--- config.mk ---
export PLATFORM = sky130hd
export DESIGN_NAME = hazard_tracker_flat
export DESIGN_NICKNAME = d
export VERILOG_FILES = /design/src/rtl/hazard_tracker_pkg.sv /design/src/rtl/hazard_tracker_if.sv /design/src/rtl/hazard_tracker_fwd_match.sv /design/src/rtl/hazard_tracker.sv /design/src/flat_wrapper.sv
export SDC_FILE = /design/constraint.sdc
export NUM_CORES = 1
export LEC_CHECK = 0
export CAP_MARGIN = 20
export CORE_ASPECT_RATIO = 0.75
export CORE_MARGIN = 5
export CORE_UTILIZATION = 35
export CTS_CLUSTER_DIAMETER = 50
export DETAILED_ROUTE_END_ITERATION = 8
export MAX_ROUTING_LAYER = met4
export PLACE_DENSITY = 0.62
export SYNTH_ARGS = -nofsm -noshare
export SYNTH_HDL_FRONTEND = slang
export SYNTH_SLANG_ARGS = --single-unit
--- constraint.sdc ---
create_clock -name clk -period 8.79 [get_ports clk]
set_input_delay 2.637 -clock clk [delete_from_list [all_inputs] [get_ports clk]]
set_output_delay 2.637 -clock clk [all_outputs]
set_load 0.1 [all_outputs]
--- src/rtl/hazard_tracker_pkg.sv ---
// Shared types for the forwarding/hazard tracker: select encodings and
// the in-flight destination tag carried down the tracking pipe.
package hazard_pkg;

    // Widest register address a tag can carry; REG_AW must not exceed it.
    localparam int MAX_AW = 8;

    // Select value meaning "read the register file".
    localparam int FWD_RF = 0;

    // Select value for a producer sitting in tracked stage p.
    function automatic int FWD_STAGE(input int p);
        return p + 1;
    endfunction

    typedef struct packed {
        logic              valid;
        logic [MAX_AW-1:0] rd;
        logic              wr;
        logic              load;
    } tag_t;

endpackage

--- src/rtl/hazard_tracker_if.sv ---
// ID-stage request bundle and hazard/forward responses.
// master: pipeline controller (drives ID info, hold, flush).
// slave: hazard_tracker (drives stall, selects, stall counter).
interface hazard_tracker_if #(
    parameter int REG_AW = 4,
    parameter int SEL_W  = 2,
    parameter int CNT_W  = 16
);
    logic              id_valid;
    logic [REG_AW-1:0] id_rd;
    logic              id_rw;
    logic              id_load;
    logic [REG_AW-1:0] id_rs;
    logic [REG_AW-1:0] id_rt;
    logic              id_use_rs;
    logic              id_use_rt;
    logic              id_jr;
    logic              hold;
    logic              flush;
    logic              stall;
    logic [SEL_W-1:0]  fwd_a;
    logic [SEL_W-1:0]  fwd_b;
    logic [SEL_W-1:0]  jr_sel;
    logic [CNT_W-1:0]  stall_count;

    modport master (
        output id_valid, id_rd, id_rw, id_load,
        output id_rs, id_rt, id_use_rs, id_use_rt,
        output id_jr, hold, flush,
        input  stall, fwd_a, fwd_b, jr_sel, stall_count
    );

    modport slave (
        input  id_valid, id_rd, id_rw, id_load,
        input  id_rs, id_rt, id_use_rs, id_use_rt,
        input  id_jr, hold, flush,
        output stall, fwd_a, fwd_b, jr_sel, stall_count
    );
endinterface

--- src/rtl/hazard_tracker_fwd_match.sv ---
// Priority matcher: youngest forwardable stage writing register r.
// Ports: pipe (forwardable tags, [0] = EX), r, sel (0 = regfile), hit.
module fwd_match
    import hazard_pkg::*;
#(
    parameter int REG_AW = 4,
    parameter int NP     = 2,
    parameter int SEL_W  = 2
) (
    input  tag_t [NP-1:0]     pipe,
    input  logic [REG_AW-1:0] r,
    output logic [SEL_W-1:0]  sel,
    output logic              hit
);

    always_comb begin
        sel = SEL_W'(FWD_RF);
        hit = 1'b0;
        // Walk oldest to youngest so the youngest match is written last.
        for (int p = NP - 1; p >= 0; p--) begin
            if (pipe[p].valid && pipe[p].wr &&
                pipe[p].rd == MAX_AW'(r) && r != '0) begin
                sel = SEL_W'(FWD_STAGE(p));
                hit = 1'b1;
            end
        end
    end

endmodule

--- src/rtl/hazard_tracker.sv ---
// Forwarding and load-use/JR hazard unit with registered EX selects.
// Ports: clk, rst_n (sync, active low), hz (slave side of the bundle).
module hazard_tracker
    import hazard_pkg::*;
#(
    parameter int REG_AW = 4,
    parameter int DEPTH  = 3,
    parameter int SEL_W  = $clog2(DEPTH),
    parameter int CNT_W  = 16
) (
    input logic           clk,
    input logic           rst_n,
    hazard_tracker_if.slave hz
);

    // The last tracked stage retires through the register file and is
    // never forwarded from, so only the first DEPTH-1 tags are stored.
    localparam int NP = DEPTH - 1;
    localparam logic [SEL_W-1:0] SEL_EX = SEL_W'(FWD_STAGE(0));

    tag_t [NP-1:0]    pipe;
    tag_t             id_tag;
    logic [SEL_W-1:0] sel_a;
    logic [SEL_W-1:0] sel_b;
    logic [SEL_W-1:0] sel_j;
    logic             hit_a;
    logic             hit_b;
    logic             hit_j;
    logic             ex_load;
    logic             lu_a;
    logic             lu_b;
    logic             jr_haz;
    logic             issue;

    fwd_match #(.REG_AW(REG_AW), .NP(NP), .SEL_W(SEL_W)) u_rs (
        .pipe (pipe),
        .r    (hz.id_rs),
        .sel  (sel_a),
        .hit  (hit_a)
    );

    fwd_match #(.REG_AW(REG_AW), .NP(NP), .SEL_W(SEL_W)) u_rt (
        .pipe (pipe),
        .r    (hz.id_rt),
        .sel  (sel_b),
        .hit  (hit_b)
    );

    fwd_match #(.REG_AW(REG_AW), .NP(NP), .SEL_W(SEL_W)) u_jr (
        .pipe (pipe),
        .r    (hz.id_rs),
        .sel  (sel_j),
        .hit  (hit_j)
    );

    // A select of SEL_EX means the youngest producer is the EX-stage one.
    assign ex_load = pipe[0].load;
    assign lu_a    = hit_a && sel_a == SEL_EX && ex_load && hz.id_use_rs;
    assign lu_b    = hit_b && sel_b == SEL_EX && ex_load && hz.id_use_rt;
    assign jr_haz  = hz.id_jr && hit_j && sel_j == SEL_EX && ex_load;

    assign hz.stall  = hz.id_valid && !hz.flush && (lu_a || lu_b || jr_haz);
    assign hz.jr_sel = hz.id_jr ? sel_j : SEL_W'(FWD_RF);

    assign issue = hz.id_valid && !hz.stall && !hz.flush && !hz.hold;

    always_comb begin
        id_tag       = '0;
        id_tag.valid = 1'b1;
        id_tag.rd    = MAX_AW'(hz.id_rd);
        id_tag.wr    = hz.id_rw && hz.id_rd != '0;
        id_tag.load  = hz.id_load;
    end

    always_ff @(posedge clk) begin
        if (!rst_n) begin
            pipe           <= '0;
            hz.fwd_a       <= '0;
            hz.fwd_b       <= '0;
            hz.stall_count <= '0;
        end else if (!hz.hold) begin
            pipe[0] <= issue ? id_tag : '0;
            for (int k = 1; k < NP; k++) begin
                pipe[k] <= pipe[k-1];
            end
            hz.fwd_a <= issue ? sel_a : SEL_W'(FWD_RF);
            hz.fwd_b <= issue ? sel_b : SEL_W'(FWD_RF);
            if (hz.stall && hz.stall_count != '1) begin
                hz.stall_count <= hz.stall_count + 1'b1;
            end
        end
    end

endmodule

--- src/flat_wrapper.sv ---
// flat-port wrapper written by rule: the top's interface ports become plain ports
module hazard_tracker_flat import hazard_pkg::*;
#(
    parameter int REG_AW = 4,
    parameter int DEPTH  = 3,
    parameter int SEL_W  = $clog2(DEPTH),
    parameter int CNT_W  = 16
)
  (clk, rst_n, hz_id_valid, hz_id_rd, hz_id_rw, hz_id_load, hz_id_rs, hz_id_rt, hz_id_use_rs, hz_id_use_rt, hz_id_jr, hz_hold, hz_flush, hz_stall, hz_fwd_a, hz_fwd_b, hz_jr_sel, hz_stall_count);
  hazard_tracker_if #(.REG_AW(REG_AW), .SEL_W(SEL_W), .CNT_W(CNT_W)) hz_i ();
  input logic clk;
  input logic rst_n;
  input wire logic [$bits(hz_i.id_valid)-1:0] hz_id_valid;
  input wire logic [$bits(hz_i.id_rd)-1:0] hz_id_rd;
  input wire logic [$bits(hz_i.id_rw)-1:0] hz_id_rw;
  input wire logic [$bits(hz_i.id_load)-1:0] hz_id_load;
  input wire logic [$bits(hz_i.id_rs)-1:0] hz_id_rs;
  input wire logic [$bits(hz_i.id_rt)-1:0] hz_id_rt;
  input wire logic [$bits(hz_i.id_use_rs)-1:0] hz_id_use_rs;
  input wire logic [$bits(hz_i.id_use_rt)-1:0] hz_id_use_rt;
  input wire logic [$bits(hz_i.id_jr)-1:0] hz_id_jr;
  input wire logic [$bits(hz_i.hold)-1:0] hz_hold;
  input wire logic [$bits(hz_i.flush)-1:0] hz_flush;
  output wire logic [$bits(hz_i.stall)-1:0] hz_stall;
  output wire logic [$bits(hz_i.fwd_a)-1:0] hz_fwd_a;
  output wire logic [$bits(hz_i.fwd_b)-1:0] hz_fwd_b;
  output wire logic [$bits(hz_i.jr_sel)-1:0] hz_jr_sel;
  output wire logic [$bits(hz_i.stall_count)-1:0] hz_stall_count;
  assign hz_i.id_valid = hz_id_valid;
  assign hz_i.id_rd = hz_id_rd;
  assign hz_i.id_rw = hz_id_rw;
  assign hz_i.id_load = hz_id_load;
  assign hz_i.id_rs = hz_id_rs;
  assign hz_i.id_rt = hz_id_rt;
  assign hz_i.id_use_rs = hz_id_use_rs;
  assign hz_i.id_use_rt = hz_id_use_rt;
  assign hz_i.id_jr = hz_id_jr;
  assign hz_i.hold = hz_hold;
  assign hz_i.flush = hz_flush;
  assign hz_stall = hz_i.stall;
  assign hz_fwd_a = hz_i.fwd_a;
  assign hz_fwd_b = hz_i.fwd_b;
  assign hz_jr_sel = hz_i.jr_sel;
  assign hz_stall_count = hz_i.stall_count;
  hazard_tracker #(.REG_AW(REG_AW), .DEPTH(DEPTH), .SEL_W(SEL_W), .CNT_W(CNT_W)) u_core (.clk(clk), .rst_n(rst_n), .hz(hz_i));
endmodule
==> summary.md <==
| Metric | Value |
|---|---|
| Final Cycle Share | 0.864 |
| Synth Area in XOR/XNOR | 0.0833 |
| Die Height | 70.0 µm |
| GRT Resource Usage Total | 0.139 |
| Worst Setup End Kind | output pin |
| Ys async rst share | 0 |
| Yosys warning count | 0 |
| Leakage | 0.750 nW |
| Post-DP HPWL | 3200 µm |
| Outcome | finished, final reports clean |
| Main combinational cell family by area after synthesis | simple AND/OR/NAND/NOR gates |
| Post-synth EDFFs | 0 |
| RD Place Congestion | 0.858 |
| Fillers | 427 |
| Setup Skew | 8.54 ps |
| Gate Count Post-Synth | 190 |
| Post-Syn Area | 1680 µm² |
| Largest net degree at the start of global routing | 20 |
| Pwr Total | 0.000304 W |
| CTS clk-pin slew, worst paths | 70 ps |
| Pwr Density | 135 nW/µm² |
| Worst-Margin Slew | 985 ps |
| Clock root buffer | clkbuf_8 |
| Vias/cell | 5.25 |
| Final Max Tran Viols | 0 |
| H-tree depth | 2 |
| Post-CTS sizing | 0 |
| Post-route ant nets | 0 |
| Busiest grt layer | met1 |
| Die width | 90.0 µm |
| Global routing usage on met2 | 0.190 |
| Core ar. | 4550 µm² |
| Synth Area in Adders | 0.00744 |
| Main synth FF type | dfxtp_1 |
| Critical Path AT | 4960 ps |
| CP max FO | 18 |
| Layout cells sized above 1 | 0.0769 |
| Drc violations | 0 |
| Number of antenna diodes | 0 |
| Compound-Gate Fraction of Synth Area | 0.151 |
| CP startpoint kind | primary input |
| Sink Count | 33 |
| Met1 track demand over resource | 0.196 |
| IO Port Bufs | 44 |
| Area of the multi-input gates | 981 µm² |
| Seq/Total Area, Yosys | 0.393 |
| Std cell rows | 21 |
| Die area | 6310 µm² |
| Cts bufs inserted | 5 |
| Final net count | 256 |
| Worst VDD drop | 0.0000890 V |
| Antenna violations before repair | 0 |
| Vias in the first global route | 1,420 |
| Max_cap viols | 0 |
| DR iter-0 viols | 68 |
| Synth unique cells | 39 |
| CTS tree | done |
| Post-synthesis mux area share | 0.0476 |
| Avg Inst Size Synth | 8.85 µm² |
| Area Overhead vs Synth | 34.3% |
| Critical path class | primary input to output pin |
| Post-synthesis simple-gate area fraction | 0.290 |
| Final Hold Vio Count | 0 |
| Gr ovfl total | 0 |
| Clk Latency, worst-skew pair | 280 ps |
| GR Layer Usage met3 | 0.0397 |
| Syn_nets | 213 |
| Seq cells post-synth | 33 |
| First-pass DRT Iterations | 4 |
| Setup violators final | 0 |
| Crit path required time | 6150 ps |
| Max Freq | 132 MHz |
| Hold_buf cts | 0 |
| Total negative slack | 0 ps |
| Starting Density | 0.370 |
| Vias | 1,528 |
| Wire length per cell | 14.5 µm |
| First-pass GRT wire length | 7070 µm |
| Io pins | 45 |
| Reg area | 661 µm² |
| Clk buf depth | 2 |
| Min cycle time layout | 7590 ps |
| # Post-CTS Setup Buffers | 0 |
| Slew headroom | 0.342 |
| DRT Wirelength | 4210 µm |
| Hold crit path type | flop to flop |
| RSZ-0062 raised after global routing | no |
## synthesized netlist by cell type (2+ instances only)
cell,n,area (µm²)
nand3_1,8,40.0
xor2_1,6,52.6
inv_1,2,7.51
xnor2_1,10,87.6
nand2_1,12,45.0
a22o_1,9,78.8
nand4_1,6,37.5
and2_1,4,25.0
clkbuf_1,4,15.0
nor2_1,13,48.8
or4_1,6,45.0
nor3_1,9,45.0
buf_2,4,20.0
or3_1,7,43.8
a21oi_1,13,65.1
and4_1,4,35.0
o21ai_1,8,40.0
nand2b_1,2,12.5
o31ai_1,4,30.0
dfxtp_1,33,661
mux2i_1,8,80.1
## worst max-delay path, cell delays in order
cell and delay [ps]:
clkdlybuf4s50_1 500, xor2_1 180, or4_4 540, nor4_4 290
nor2_2 200, nor4b_2 270, buf_4 330
## metal layers
metal | wire length, µm | up-vias
met5 | 0 | -
met4 | 49 | 0
met3 | 245 | 5
met2 | 1770 | 39
met1 | 2140 | 694
li1 | - | 790
## cell usage in the layout (no fill, tap or decap), drive strengths merged, types with 3 or more instances in the layout
master	Yosys	layout
nor4	3	3
or3	7	7
clkbuf	4	7
a21oi	13	13
mux2i	8	8
nand2	12	12
o31ai	4	4
nor3	9	9
clkdlybuf4s50	0	41
dfxtp	33	33
or4	7	7
nand4	6	6
and2	4	4
xor2	6	6
xnor2	10	10
o21ai	9	9
nor2	14	14
a22o	9	9
nand3	8	8
and4	4	4
buf	4	3
## per-stage QoR
step	util	hold WS (ps)	setup slack, ps	cells	cell area, µm²
4_1_cts	0.497	484	1200	291	2260
5_1_grt	0.497	499	1070	291	2260
2_1_floorplan	-	455	576	190	1690
3_3_place_gp	0.475	464	1240	283	2160
6_report	0.497	486	1200	291	2260
3_5_place_dp	0.475	465	1190	283	2160
## area by class of cell
class	count	share of cell area
well taps	57	0.0316
multi-input cells	146	0.434
flip-flops and latches	33	0.293
clock buffers	7	0.0427
clock inverters	1	0.00222
repair buffers	44	0.192
inverters	3	0.00499
## power breakdown
group          switching (W)  leakage, nW  total (W)  internal, W
clock network      0.0000562       0.0542   0.000127    0.0000708
registers         0.00000164        0.266   0.000152     0.000151
logic              0.0000110        0.429  0.0000248    0.0000138
## registers in the layout, summed over array words and instances, names as in the netlist
register and flops:
u_core.ex_load 1, u_core.hz.fwd_a 2, u_core.hz.fwd_b 2, u_core.hz.stall_count 16
u_core.pipe 12
## worst paths after layout
path / from / endpoint / slack, ps / depth (start not counted)
worst max-delay path: hz_id_rs[0] / hz_stall / 1200 / 7
worst min-delay path: u_core.hz.fwd_a[0]$_SDFFE_PN0N_ / u_core.hz.fwd_a[0]$_SDFFE_PN0N_ / 490 / 1
worst max register to register: u_core.hz.stall_count[0]$_SDFFE_PN0P_ / u_core.hz.stall_count[12]$_SDFFE_PN0P_ / 6340 / 7
worst min register to register: u_core.hz.fwd_a[0]$_SDFFE_PN0N_ / u_core.hz.fwd_a[0]$_SDFFE_PN0N_ / 490 / 1
## cell families after synthesis
group	count (synthesis)
and+or+nand+nor	82
AOI/OAI and AO/OA	39
DFF	33
xor gates and xnor gates	16
buffers and inverters	11
muxes	8
adders and majority gates	1
No activity file was read; power rests on OpenSTA's default activity.
